<file path="src/rtl/selecting_light_confirmed_fsm_if.sv">
// Cell-level bundle for one seed-selection controller: neighbour cursor flags,
// player buttons and switches in, confirmed-seed flag out.
interface selecting_light_confirmed_fsm_if;
    logic l;
    logic a;
    logic r;
    logic b;
    logic leftButton;
    logic rightButton;
    logic upButton;
    logic downButton;
    logic confirmSeedSwitch;
    logic startGameSwitch;
    logic selectingLightConfirmed;

    modport master (
        output l, a, r, b,
        output leftButton, rightButton, upButton, downButton,
        output confirmSeedSwitch, startGameSwitch,
        input  selectingLightConfirmed
    );

    modport slave (
        input  l, a, r, b,
        input  leftButton, rightButton, upButton, downButton,
        input  confirmSeedSwitch, startGameSwitch,
        output selectingLightConfirmed
    );
endinterface

</file>
<file path="src/rtl/selecting_light_confirmed_fsm.sv">
// Per-cell setup controller: follows the selection cursor onto/off this cell
// and latches the cell as a live seed when confirmed; locks when the game starts.
module selecting_light_confirmed_fsm (
    input  logic                          clk,
    input  logic                          reset,
    selecting_light_confirmed_fsm_if.slave bus
);

    typedef enum logic [1:0] {
        SEL_OFF,
        SEL_ON,
        CONF_SEED,
        CONF_NOT_SEED
    } state_e;

    state_e state_q, state_d;

    logic only_l, only_r, only_u, only_d;
    logic one_move, arrive;

    // A single pressed button is a move; any chord is treated as no move.
    assign only_l = bus.leftButton  & ~bus.rightButton & ~bus.upButton   & ~bus.downButton;
    assign only_r = bus.rightButton & ~bus.leftButton  & ~bus.upButton   & ~bus.downButton;
    assign only_u = bus.upButton    & ~bus.leftButton  & ~bus.rightButton & ~bus.downButton;
    assign only_d = bus.downButton  & ~bus.leftButton  & ~bus.rightButton & ~bus.upButton;

    assign one_move = only_l | only_r | only_u | only_d;
    assign arrive   = (only_l & bus.r) | (only_r & bus.l) |
                      (only_d & bus.a) | (only_u & bus.b);

    // NOTE: sequential state uses non-blocking assignment so every flop samples
    // pre-edge values regardless of process ordering.
    always_ff @(posedge clk) begin
        if (reset) state_q <= SEL_OFF;
        else       state_q <= state_d;
    end

    // NOTE: state_d is defaulted first so no path through this block leaves it
    // unassigned, which would otherwise infer a latch.
    always_comb begin
        state_d = state_q;
        unique case (state_q)
            SEL_OFF: begin
                if (bus.startGameSwitch) state_d = CONF_NOT_SEED;
                else if (arrive)         state_d = SEL_ON;
            end
            SEL_ON: begin
                if (bus.startGameSwitch)        state_d = CONF_NOT_SEED;
                else if (one_move)              state_d = SEL_OFF;
                else if (bus.confirmSeedSwitch) state_d = CONF_SEED;
            end
            CONF_SEED:     state_d = CONF_SEED;
            CONF_NOT_SEED: state_d = CONF_NOT_SEED;
            default:       state_d = SEL_OFF;
        endcase
    end

    assign bus.selectingLightConfirmed = (state_q == CONF_SEED);

endmodule

</file>
<file path="src/flat_wrapper.sv">
// flat-port wrapper written by rule: the top's interface ports become plain ports
module selecting_light_confirmed_fsm_flat 
  (clk, reset, bus_l, bus_a, bus_r, bus_b, bus_leftButton, bus_rightButton, bus_upButton, bus_downButton, bus_confirmSeedSwitch, bus_startGameSwitch, bus_selectingLightConfirmed);
  selecting_light_confirmed_fsm_if bus_i ();
  input  logic clk;
  input  logic reset;
  input wire logic [$bits(bus_i.l)-1:0] bus_l;
  input wire logic [$bits(bus_i.a)-1:0] bus_a;
  input wire logic [$bits(bus_i.r)-1:0] bus_r;
  input wire logic [$bits(bus_i.b)-1:0] bus_b;
  input wire logic [$bits(bus_i.leftButton)-1:0] bus_leftButton;
  input wire logic [$bits(bus_i.rightButton)-1:0] bus_rightButton;
  input wire logic [$bits(bus_i.upButton)-1:0] bus_upButton;
  input wire logic [$bits(bus_i.downButton)-1:0] bus_downButton;
  input wire logic [$bits(bus_i.confirmSeedSwitch)-1:0] bus_confirmSeedSwitch;
  input wire logic [$bits(bus_i.startGameSwitch)-1:0] bus_startGameSwitch;
  output wire logic [$bits(bus_i.selectingLightConfirmed)-1:0] bus_selectingLightConfirmed;
  assign bus_i.l = bus_l;
  assign bus_i.a = bus_a;
  assign bus_i.r = bus_r;
  assign bus_i.b = bus_b;
  assign bus_i.leftButton = bus_leftButton;
  assign bus_i.rightButton = bus_rightButton;
  assign bus_i.upButton = bus_upButton;
  assign bus_i.downButton = bus_downButton;
  assign bus_i.confirmSeedSwitch = bus_confirmSeedSwitch;
  assign bus_i.startGameSwitch = bus_startGameSwitch;
  assign bus_selectingLightConfirmed = bus_i.selectingLightConfirmed;
  selecting_light_confirmed_fsm u_core (.clk(clk), .reset(reset), .bus(bus_i));
endmodule
</file>
<file path="config.mk">
export PLATFORM = sky130hd
export DESIGN_NAME = selecting_light_confirmed_fsm_flat
export DESIGN_NICKNAME = d
export VERILOG_FILES = /design/src/rtl/selecting_light_confirmed_fsm_if.sv /design/src/rtl/selecting_light_confirmed_fsm.sv /design/src/flat_wrapper.sv
export SDC_FILE = /design/constraint.sdc
export NUM_CORES = 1
export LEC_CHECK = 0
export BUFFER_PORTS_ARGS = -buffer_cell sky130_fd_sc_hd__clkbuf_2
export CAP_MARGIN = 5
export CORE_AREA = 4 4 41 43
export DETAILED_ROUTE_END_ITERATION = 16
export DIE_AREA = 0 0 45 47
export HOLD_SLACK_MARGIN = 0.05
export PLACE_DENSITY_LB_ADDON = 0.15
export SLEW_MARGIN = 20
export SYNTH_ARGS = -nofsm -noshare
export SYNTH_HDL_FRONTEND = slang
export SYNTH_SLANG_ARGS = --single-unit
export TNS_END_PERCENT = 5
</file>
<file path="constraint.sdc">
create_clock -name clk -period 1.2 [get_ports clk]
set_clock_uncertainty 0.1 [all_clocks]
set_input_delay 0.12 -clock clk [delete_from_list [all_inputs] [get_ports clk]]
set_output_delay 0.12 -clock clk [all_outputs]
set_load 0.005 [all_outputs]
</file>
# Word level (Yosys, flattened, before mapping)
# Index checks and enable logic that the tools add are counted.
# totals
wordCells	40
in_bits	12
out_inout_bits	1
register_bits	2
# op_classes
reduce_logical	2
bitwise_logic	26
eq_ne	5
n_mux	6
# ops
operator	n
1-bit bitwise AND	16
2-bit two-way mux	5
2-bit one-hot mux with 4 select lines	1
1-bit bitwise OR	6
2-bit == test, second input constant	2
4-bit by 3-bit inequality test with 1-bit output, second input constant	1
1-bit NOT	4
3-bit by 2-bit inequality test with 1-bit output, second input constant	1
2-bit by 1-bit == test with 1-bit output, second input constant	1
2-bit logical NOT	1
2-bit AND reduction	1

# Longest topological paths before layout
# Gate-level depths: netlist of run 1.
# depth
depth_word	11
mapped_depth	4
mapped_depth_nobuf	4

# Worst setup path after synthesis of run 1
# OpenSTA, ideal clock, no wires.
# synth_timing
path_kind	reg2reg
from	reg u_core.state_q[0]
to	reg u_core.state_q[0]
required_ns	0.977
path_buffers	0
setup_ns	0.123
slack_ns	0.078
synth_period_minus_slack_ns	1.122
t_arrival_ns	0.899
stages_incl_launch_ff	4
path_cell_list	dfxtp_1 > a2111oi_0 > o211a_1 > nor3_2
# synth_via
elab_chain_len	3
elab_cells_between_ends	8
classes_between	eq/ne: 5; mux: 1; reduce/logical: 2
# synth_lines
item	line	rtl
start: declaration	selecting_light_confirmed_fsm.sv:16	state_e state_q, state_d;
start signal: assignment	selecting_light_confirmed_fsm.sv:35	else state_q <= state_d;
2-bit by 1-bit == test with 1-bit output or 2-bit logical NOT (tied branches)	selecting_light_confirmed_fsm.sv:42	unique case (state_q)
4-bit by 3-bit inequality test with 1-bit output (no line) or 3-bit by 2-bit inequality test with 1-bit output (tied branches)	n/a	
2-bit AND reduction (no line)	n/a	
# Parallel ways exist; a longest one is shown, timed or not.
# A chain may end at the register's enable or synchronous reset.

# Worst setup path after layout of run 1
# layout_timing
from	reg u_core.state_q[0]
to	out bus_selectingLightConfirmed
# layout_via
elab_chain_len	1
# layout_lines
item	line	rtl
2-bit == test	selecting_light_confirmed_fsm.sv:58	assign bus.selectingLightConfirmed = (state_q == CONF_SEED);
end: declaration	flat_wrapper.sv:17	output wire logic [$bits(bus_i.selectingLightConfirmed)-1:0] bus_selectingLightConfirmed;
# Every way passes these cells.

==> results of run 1 <==
## routing by layer
metal	part of all wire	track usage	vias to the layer above
met5	0	0	-
met4	0	0.0351	0
met3	0.12	0.0345	0
met2	0.45	0.110	13
met1	0.43	0.0837	110
li1	-	-	129
## per-stage QoR
| stage | instances | utilization | cell area (sq um) | setup TNS, ps |
|---|---|---|---|---|
| 2_1_floorplan | 22 | - | 188 | 0 |
| 3_5_place_dp | 53 | 0.228 | 297 | -310 |
| 3_3_place_gp | 53 | 0.228 | 297 | -325 |
| 5_1_grt | 56 | 0.277 | 360 | -4.53 |
| 6_report | 56 | 0.277 | 360 | 0 |
| 4_1_cts | 56 | 0.252 | 328 | 0 |
## cells in the mapped netlist
master     instances  share of area
nand3_1            1          0.027
nor4b_1            2          0.093
xor2_1             1          0.047
nand2_1            1          0.020
nand3b_1           3           0.12
inv_1              1          0.020
a211oi_1           1          0.040
a21oi_1            2          0.053
nor2b_1            1          0.033
dfxtp_1            2           0.21
nor3_2             1          0.053
a2111o_1           1          0.060
nor2_1             2          0.040
a2111oi_0          1          0.047
nor4b_2            1          0.080
o211a_1            1          0.053
## worst register-to-register path, cell delays in order, from the launching register on
cell	delay [ps]
dfxtp_1	330
a2111oi_4	270
o211a_1	240
a21oi_1	50
## repair_timing
action	in CTS	in global routing
resized for setup	3	4
cloned	0	0
pin swaps	0	2
endpoints found under the setup margin	3	3
## power groups by stage
stage | clock, mW | combinational [mW] | sequential (mW)
floorplan | 0 | 0.0369 | 0.0831
global placement | 0 | 0.0889 | 0.0824
detailed placement | 0 | 0.0922 | 0.0830
CTS | 0.154 | 0.0984 | 0.0844
global route | 0.157 | 0.123 | 0.0894
finish | 0.145 | 0.111 | 0.0876
## worst paths after layout
path | end | slack, ps | depth (start not counted) | startpoint
worst max-delay path | bus_selectingLightConfirmed | 50 | 3 | u_core.state_q[0]$_SDFFE_PP0P_
worst min-delay path | u_core.state_q[1]$_SDFFE_PP0P_ | 80 | 3 | bus_confirmSeedSwitch
worst max register to register | u_core.state_q[1]$_SDFFE_PP0P_ | 90 | 3 | u_core.state_q[1]$_SDFFE_PP0P_
worst min register to register | u_core.state_q[1]$_SDFFE_PP0P_ | 510 | 2 | u_core.state_q[1]$_SDFFE_PP0P_
## logic make-up (layout without fill, tap and decap cells)
family / after synthesis / after routing / synth area share
AND/OR/NAND/NOR: 12 / 12 / 0.467
AO/OA/AOI/OAI: 6 / 6 / 0.253
flip-flops: 2 / 2 / 0.213
XOR/XNOR: 1 / 1 / 0.0467
buffers and inverters: 1 / 20 / 0.0200
## area by class of cell
class	instances	area share
Multi-Input combinational cell	19	0.514
Inverter	1	0.0104
Timing Repair Buffer	16	0.250
Sequential cell	2	0.111
Tap cell	15	0.0521
Clock buffer	3	0.0625
==> flow_summary_export.csv, run 1 <==
group,metric,value,unit
clock_network,clkLatencyLatePin,220,ps
floorplan,start_util,0.144,
clock_network,clockBufferDepth,2,
detailed_routing,wl,598,um
floorplan,core,1300,sq um
sta,setup_viol,0,
sta,hold_viol_final,0,
grt,grt_max_degree,7,
min_path,hold_path_class,"input pin to flop",
cells_and_area,regMostFlops,"u_core.state_q",
clock_network,cts_setup_buffers,0,
worst_setup_path,slowest_stage,"dfxtp_1",
synth,synthDistinctLibCells,16,
run,cap_violations,0,
cells_and_area,drive_above_1_share,0.585,
clock_network,cts_made_buffers,3,
cells_and_area,area_growth,92.0,%
clock_network,htreeDepth,1,
worst_setup_path,critical-path-top-delay-family,"flip-flops",
clock_network,ctsRootBufferMaster,"clkbuf_4",
power_and_ir_drop,p_per_area,954,nW/um^2
detailed_routing,num_vias,252,
worst_setup_path,slowest_delay,320,ps
grt,grt_overflow,0,
floorplan,die_area,2120,sq um
cells_and_area,insertedDiodeCount,0,
power_and_ir_drop,vdd_ir_drop_max,0.000498,V
sta,holdWs,76.0,ps
clock_network,cts_tree,"built",
clock_network,cts_hold_buffers,0,
worst_setup_path,critPathMaxFanout,3,
worst_setup_path,crit_type,"flop to primary output",
sta,rsz0062_at_grt,"true",
grt,grt_pass1_wl,1.08,mm
sta,period_needed,1150,ps
sta,max_slew.worst_pin.slew,344,ps
detailed_routing,vias_per_cell,4.50,
sta,relSlewSlack,0.770,
detailed_routing,drc,0,
cells_and_area,reg_top3,"u_core.state_q: 2 flops",
grt,antenna_found_initial,0,
power_and_ir_drop,p_leak,0.154,nW
detailed_routing,ant_nets,0,
cells_and_area,multiInputGateArea,185,sq um
clock_network,clkTransAtPathRegs,30,ps
cells_and_area,largest_reg_flops,2,
placed_design,dp_slack,-156,ps
sta,worst_slack,48.3,ps
floorplan,row_count,13,
worst_setup_path,cp_data_arrival_time,930,ps
power_and_ir_drop,power_frac_seq,0.255,
synth,yosys_warnings,0,
worst_setup_path,worst-path-buf-inv,2,
detailed_routing,routedWlPerCell,10.7,um
power_and_ir_drop,power.share.clock,0.423,
cells_and_area,final_cell_mix,"12 x clkbuf_2, 4 x buf_4, 3 x nand3b_1, 3 x clkbuf_4",
power_and_ir_drop,p_int,0.248,mW
cells_and_area,final_common_cell,"clkbuf_2",
floorplan,die-height,47,um
power_and_ir_drop,p_sw,0.0954,mW
detailed_routing,drt_pre_antenna_iters,2,
placed_design,port_buffers,12,
floorplan,ios,13,
worst_setup_path,critPathLaunchType,"flop",
power_and_ir_drop,pwr-share-comb,0.322,
placed_design,globalplace.congestion,0.752,
worst_setup_path,crit_chain,"buf_4 -> nor2b_4 -> clkbuf_2",
placed_design,hpwl,513,um
status,status,"finished, final reports clean",
sta,max_freq,868,MHz
grt,grt_pass1_vias,272,
worst_setup_path,end_kind,"primary output",
synth,synth_area_per_cell,8.53,sq um
power_and_ir_drop,total_power,0.344,mW
cells_and_area,final_nets,55,
sta,slew_violations,0,
grt,grt_use_total,0.0718,
worst_setup_path,required,980,ps
power_and_ir_drop,sw_frac_of_total,0.277,
synth,synth_seq_cells,2,
synth,syn_inst,22,
synth,synth_area,188,sq um
sta,fin_crit_sh,0.960,
synth,ys_seq_area_frac,0.213,
cells_and_area,fill_cells,142,
cells_and_area,seq_area,40.0,sq um
floorplan,die_w,45,um
detailed_routing,drtIter0Drc,1,
clock_network,cts.sinks,2,
synth,synth_fp_nets,34,
No activity file was read; power rests on OpenSTA's default activity.
==> inputs of run 2 (changes only) <==
--- a/config.mk
+++ b/config.mk
@@ -5,6 +5,7 @@
 export SDC_FILE = /design/constraint.sdc
 export NUM_CORES = 1
 export LEC_CHECK = 0
+export ABC_AREA = 1
 export BUFFER_PORTS_ARGS = -buffer_cell sky130_fd_sc_hd__clkbuf_2
 export CAP_MARGIN = 5
 export CORE_AREA = 4 4 41 43
==> run 2 against run 1 <==
Final area down 9.0%. Hold slack improved by 73 ps. Total power is 5.7% lower. Flip-flop and latch count unchanged. Via count up 13%.
==> flow_summary_export.csv, run 2 <==
group,metric,value,unit
grt,grt_pass1_wl,897,um
cells_and_area,final_nets,73,
floorplan,start_util,0.166,
synth,synth_top_area_share,0.243,
min_path,hold_path_class,"input pin to flop",
synth,synthArstFlopShare,0,
sta,max_freq,953,MHz
detailed_routing,wl,521,um
worst_setup_path,rrSetupSlack,150,ps
sta,totalNegativeSetupSlack,0,ps
synth,synthDistinctLibCells,11,
cells_and_area,fill_cells,165,
worst_setup_path,slowest_stage,"dfxtp_1",
worst_setup_path,critPathLaunchType,"flop",
sta,period_needed,1050,ps
clock_network,cts.sinks,2,
worst_setup_path,critPathMaxFanout,5,
synth,synth_area_per_cell,5.03,sq um
power_and_ir_drop,p_leak,0.198,nW
synth,synth_top_flop_cell,"dfxtp_1",
cells_and_area,area_growth,51.4,%
placed_design,place_area,295,sq um
worst_setup_path,r2r_cells,6,
floorplan,ios,13,
worst_setup_path,cp_data_arrival_time,1060,ps
worst_setup_path,r2r-end,"u_core.state_q[1]$_SDFFE_PP0P_",
worst_setup_path,crit_type,"flop to flop",
sta,setup_viol,0,
cells_and_area,regMostFlops,"u_core.state_q",
floorplan,core,1300,sq um
grt,grt_use_total,0.0599,
clock_network,clkTransAtPathRegs,30,ps
sta,rsz0062_at_grt,"false",
synth,yosys-top-cells-area,"nand2_1 24%, dfxtp_1 18%, nor2_1 12%",
synth,syn_inst,43,
grt,grt_overflow,0,
cells_and_area,final_common_cell,"nand2_1",
synth,synth_area,216,sq um
worst_setup_path,crit_chain,"nor3_1 -> nand2_1 -> inv_1 -> nand2_1 -> nand2_1 -> nor2_2",
detailed_routing,drc,0,
grt,antenna_found_initial,0,
detailed_routing,ant_nets,0,
cells_and_area,drive_above_1_share,0.339,
worst_setup_path,cpMostUsedCell,"nand2_1",
clock_network,cts_made_buffers,3,
placed_design,port_buffers,12,
power_and_ir_drop,total_power,0.324,mW
cells_and_area,insertedDiodeCount,0,
synth,synth.most_common_cell,"nand2_1",
min_path,hold_end,"u_core.state_q[1]$_SDFFE_PP0P_",
worst_setup_path,slowest_delay,330,ps
cells_and_area,reg_top3,"u_core.state_q: 2 flops",
worst_setup_path,end_kind,"flop",
cells_and_area,final-instance-count-excl-fill,74,
placed_design,globalplace.congestion,0.647,
grt,grt_pass1_vias,256,
cells_and_area,seq_area,40.0,sq um
cells_and_area,multiInputGateArea,150,sq um
detailed_routing,drtIter0Drc,5,
min_path,holdCritStartpoint,"bus_startGameSwitch",
floorplan,row_count,13,
min_path,hold_path_depth,5,
sta,holdWs,149,ps
placed_design,hpwl,465,um
clock_network,ctsRootBufferMaster,"clkbuf_4",
synth,synth_seq_cells,2,
detailed_routing,vias_per_cell,3.85,
floorplan,die_w,45,um
synth,yosys_warnings,0,
grt,grt_max_degree,6,
cells_and_area,final_cell_mix,"14 x nand2_1, 12 x clkbuf_2, 7 x nor2_1",
sta,max_slew.worst_pin.slew,192,ps
detailed_routing,routedWlPerCell,7.04,um
power_and_ir_drop,vdd_ir_drop_max,0.000326,V
placed_design,dp_slack,112,ps
clock_network,ctsResizeCount,0,
floorplan,die_area,2120,sq um
worst_setup_path,required,1210,ps
sta,relSlewSlack,0.871,
synth,yosysTopAreaCell,"nand2_1",
synth,ys_seq_area_frac,0.185,
run,cap_violations,0,
cells_and_area,largest_reg_flops,2,
status,status,"finished, final reports clean",
sta,slew_violations,0,
floorplan,die-height,47,um
synth,synth_edf_count,0,
clock_network,htreeDepth,1,
power_and_ir_drop,p_per_area,989,nW/um^2
synth,synth_common_cells,"14 x nand2_1, 7 x nor2_1, 6 x inv_1",
clock_network,clkLatencyLatePin,220,ps
placed_design,dp.cells,70,
sta,hold_viol_final,0,
clock_network,clockBufferDepth,2,
sta,fin_crit_sh,0.874,
cells_and_area,design_area,328,sq um
worst_setup_path,r2r_start,"u_core.state_q[0]$_SDFFE_PP0P_",
cells_and_area,finish.utilization,0.252,
detailed_routing,num_vias,285,
sta,worst_slack,151,ps
detailed_routing,drt_pre_antenna_iters,4,
clock_network,cts_tree,"built",
synth,synth_fp_nets,55,
## run 2: layout make-up
class	instances	area share
Tap cell	15	0.0573
Timing Repair Buffer	13	0.214
Sequential cell	2	0.122
Inverter	7	0.0802
Multi-Input combinational cell	34	0.458
Clock buffer	3	0.0687
## run 2: worst max path at each step
stage / slack [ps] / endpoint / start
global placement: 90 / u_core.state_q[0]$_SDFFE_PP0P_ / bus_upButton
detailed placement: 110 / u_core.state_q[0]$_SDFFE_PP0P_ / bus_upButton
CTS: 140 / u_core.state_q[1]$_SDFFE_PP0P_ / u_core.state_q[0]$_SDFFE_PP0P_
finish: 150 / u_core.state_q[1]$_SDFFE_PP0P_ / u_core.state_q[0]$_SDFFE_PP0P_
floorplan: 220 / u_core.state_q[1]$_SDFFE_PP0P_ / u_core.state_q[0]$_SDFFE_PP0P_
global route: 30 / u_core.state_q[1]$_SDFFE_PP0P_ / u_core.state_q[1]$_SDFFE_PP0P_
## run 2: kinds of logic after synthesis
| logic type | after synthesis | share of synthesized area |
|---|---|---|
| and+or+nand+nor | 32 | 0.647 |
| DFF | 2 | 0.185 |
| AOI/OAI and AO/OA | 2 | 0.0462 |
| buffers and inverters | 7 | 0.121 |
## run 2: what timing repair did
action,4_1_cts,5_1_grt
endpoints found under the hold margin,1,0
setup buffers,0,0
setup endpoints to repair,0,0
hold buffers,1,0
## run 2: metal layers
metal / global-route usage / share of wire / up-vias
met4: 0.0351 / 0 / 0
met1: 0.0722 / 0.46 / 112
met2: 0.0904 / 0.49 / 7
met3: 0.0230 / 0.042 / 0
met5: 0 / 0 / -
li1: - / - / 166
## run 2: critical path, delay by kind of cell (launching register included)
kind	cells	cell delay, ps
flip-flops	1	330
buffers and inverters	1	70
AND/OR/NAND/NOR	5	440
## run 2: power breakdown
| part | internal, mW | leakage (nW) | switching (mW) |
|---|---|---|---|
| registers | 0.0770 | 0.0167 | 0.00908 |
| clock network | 0.110 | 0.0138 | 0.0349 |
| logic | 0.0432 | 0.167 | 0.0499 |
| total | 0.230 | 0.198 | 0.0939 |
==> inputs of run 3 (changes only) <==
--- a/config.mk
+++ b/config.mk
@@ -8,6 +8,8 @@
 export ABC_AREA = 1
 export BUFFER_PORTS_ARGS = -buffer_cell sky130_fd_sc_hd__clkbuf_2
 export CAP_MARGIN = 5
+export CELL_PAD_IN_SITES_DETAIL_PLACEMENT = 0
+export CELL_PAD_IN_SITES_GLOBAL_PLACEMENT = 1
 export CORE_AREA = 4 4 41 43
 export DETAILED_ROUTE_END_ITERATION = 16
 export DIE_AREA = 0 0 45 47
==> run 3 against run 2 <==
Clock-buffer cell count unchanged. Critical path type is now flop to primary output. Total power increased by 0.98%. Global-route usage increased by 0.56 points. Highest routed layer unchanged. Cell count decreased by 1.4%. Sequential power increased by 1%. Core utilization decreased by 0.38 points. Fmax increased by 0.76%. First-iteration DRC count decreased by 20%. Final area decreased by 1.5%. Clock power about the same. Sequential share of layout area increased by 0.19 points.
==> flow_summary_export.csv, run 3 (synthesis gave the netlist of run 2 again) <==
group,metric,value,unit
detailed_routing,wl,563,um
run,cap_violations,0,
floorplan,row_count,13,
grt,grt_overflow,0,
sta,rsz0062_at_grt,"false",
power_and_ir_drop,power_frac_seq,0.266,
floorplan,core,1300,sq um
clock_network,clkLatencyLatePin,220,ps
cells_and_area,drive_above_1_share,0.362,
worst_setup_path,required,980,ps
power_and_ir_drop,pwr-share-comb,0.285,
clock_network,cts.sinks,2,
cells_and_area,design_area,323,sq um
worst_setup_path,slowest_stage,"dfxtp_1",
clock_network,htreeDepth,1,
detailed_routing,ant_nets,0,
worst_setup_path,worst-path-buf-inv,2,
min_path,hold_path_class,"input pin to flop",
worst_setup_path,rrSetupSlack,160,ps
cells_and_area,insertedDiodeCount,0,
worst_setup_path,cp_data_arrival_time,820,ps
detailed_routing,drt_pre_antenna_iters,4,
clock_network,clockBufferDepth,2,
placed_design,globalplace.congestion,0.641,
power_and_ir_drop,vdd_ir_drop_max,0.000296,V
sta,period_needed,1040,ps
placed_design,dp_slack,85.2,ps
sta,hold_viol_final,0,
cells_and_area,final_nets,72,
grt,grt_pass1_vias,252,
worst_setup_path,path_depth,3,
cells_and_area,final_common_cell,"nand2_1",
sta,totalNegativeSetupSlack,0,ps
cells_and_area,largest_reg_flops,2,
power_and_ir_drop,p_int,0.229,mW
placed_design,hpwl,492,um
floorplan,start_util,0.166,
cells_and_area,reg_top3,"u_core.state_q: 2 flops",
status,status,"finished, final reports clean",
detailed_routing,vias_per_cell,3.81,
worst_setup_path,critPathMaxFanout,3,
worst_setup_path,end_kind,"primary output",
grt,grt_pass1_wl,986,um
detailed_routing,num_vias,278,
grt,antenna_found_initial,0,
power_and_ir_drop,p_per_area,1010,nW/um^2
worst_setup_path,critPathLaunchType,"flop",
power_and_ir_drop,p_sw,0.0981,mW
worst_setup_path,r2r-end,"u_core.state_q[0]$_SDFFE_PP0P_",
worst_setup_path,crit_chain,"inv_1 -> nor2_1 -> clkbuf_2",
worst_setup_path,cp-startpoint,"u_core.state_q[1]$_SDFFE_PP0P_",
clock_network,cts_made_buffers,3,
clock_network,cts_hold_buffers,0,
sta,setup_viol,0,
sta,worst_slack,159,ps
floorplan,die-height,47,um
detailed_routing,drtIter0Drc,4,
placed_design,place_area,295,sq um
sta,fin_crit_sh,0.867,
worst_setup_path,crit_type,"flop to primary output",
worst_setup_path,crit_path_end,"bus_selectingLightConfirmed",
floorplan,die_area,2120,sq um
clock_network,ctsRootBufferMaster,"clkbuf_4",
sta,relSlewSlack,0.881,
grt,grt_use_total,0.0655,
cells_and_area,regMostFlops,"u_core.state_q",
placed_design,port_buffers,12,
clock_network,cts_tree,"built",
clock_network,clkTransAtPathRegs,30,ps
sta,slew_violations,0,
worst_setup_path,slowest_delay,350,ps
cells_and_area,final_cell_mix,"14 x nand2_1, 12 x clkbuf_2, 7 x nor2_1",
power_and_ir_drop,power.share.clock,0.448,
detailed_routing,routedWlPerCell,7.71,um
power_and_ir_drop,sw_frac_of_total,0.300,
power_and_ir_drop,p_leak,0.195,nW
cells_and_area,finish.utilization,0.248,
grt,grt_max_degree,6,
worst_setup_path,r2r_start,"u_core.state_q[1]$_SDFFE_PP0P_",
cells_and_area,area_growth,49.1,%
worst_setup_path,critical-path-top-delay-family,"flip-flops",
floorplan,die_w,45,um
worst_setup_path,r2r_cells,7,
sta,max_slew.worst_pin.slew,179,ps
detailed_routing,drc,0,
floorplan,ios,13,
sta,max_freq,961,MHz
## run 3: changes by cell type in the layout (fill, tap and decap cells not counted)
cell,change
dlygate4sd3_1,-1
nor3_1,-1
nor3_2,+1
## run 3: stage by stage
step	hold WS [ps]	instances	power, mW
after floorplan	165	43	0.142
after global placement	311	70	0.183
after detailed placement	289	70	0.181
after CTS	54.5	73	0.336
after global routing	73.9	73	0.365
final	65.2	73	0.327
## run 3: final cells by class
class,instances,area (sq um)
timing repair buffer,12,60.1
multi-input combinational,34,155
inverter,7,26.3
tap,15,18.8
fill,170,978
sequential,2,40.0
clock buffer,3,22.5
## run 3: power groups by stage
| stage | clock network, mW | logic, mW | registers [mW] |
|---|---|---|---|
| 2_1_floorplan | 0 | 0.0574 | 0.0850 |
| 3_3_place_gp | 0 | 0.0960 | 0.0871 |
| 4_1_cts | 0.156 | 0.0940 | 0.0862 |
| 3_5_place_dp | 0 | 0.0936 | 0.0873 |
| 6_report | 0.147 | 0.0934 | 0.0872 |
| 5_1_grt | 0.165 | 0.110 | 0.0899 |
## run 3: layer usage
| metal | vias up | part of all wire | global-route usage |
|---|---|---|---|
| met5 | - | 0 | 0 |
| li1 | 164 | - | - |
| met3 | 0 | 0.075 | 0.0230 |
| met2 | 5 | 0.47 | 0.0876 |
| met1 | 109 | 0.46 | 0.0837 |
| met4 | 0 | 0 | 0.0526 |
## run 3: worst min path at each step
stage	startpoint	endpoint	slack, ps	cells after the start
finish	reset	u_core.state_q[1]$_SDFFE_PP0P_	70	4
global route	reset	u_core.state_q[0]$_SDFFE_PP0P_	70	4
CTS	reset	u_core.state_q[0]$_SDFFE_PP0P_	50	4
detailed placement	reset	u_core.state_q[0]$_SDFFE_PP0P_	290	4
global placement	reset	u_core.state_q[0]$_SDFFE_PP0P_	310	4
floorplan	reset	u_core.state_q[0]$_SDFFE_PP0P_	160	3
## run 3: worst min-delay path, delay by kind of cell
family	cells	cell delay, ps
and+or+nand+nor	2	100
buffers and inverters	2	120
## run 3: timing repair
| action | 4_1_cts | 5_1_grt |
|---|---|---|
| setup buffers | 0 | 0 |
| setup endpoints to repair | 0 | 2 |
| resized for setup | 0 | 1 |
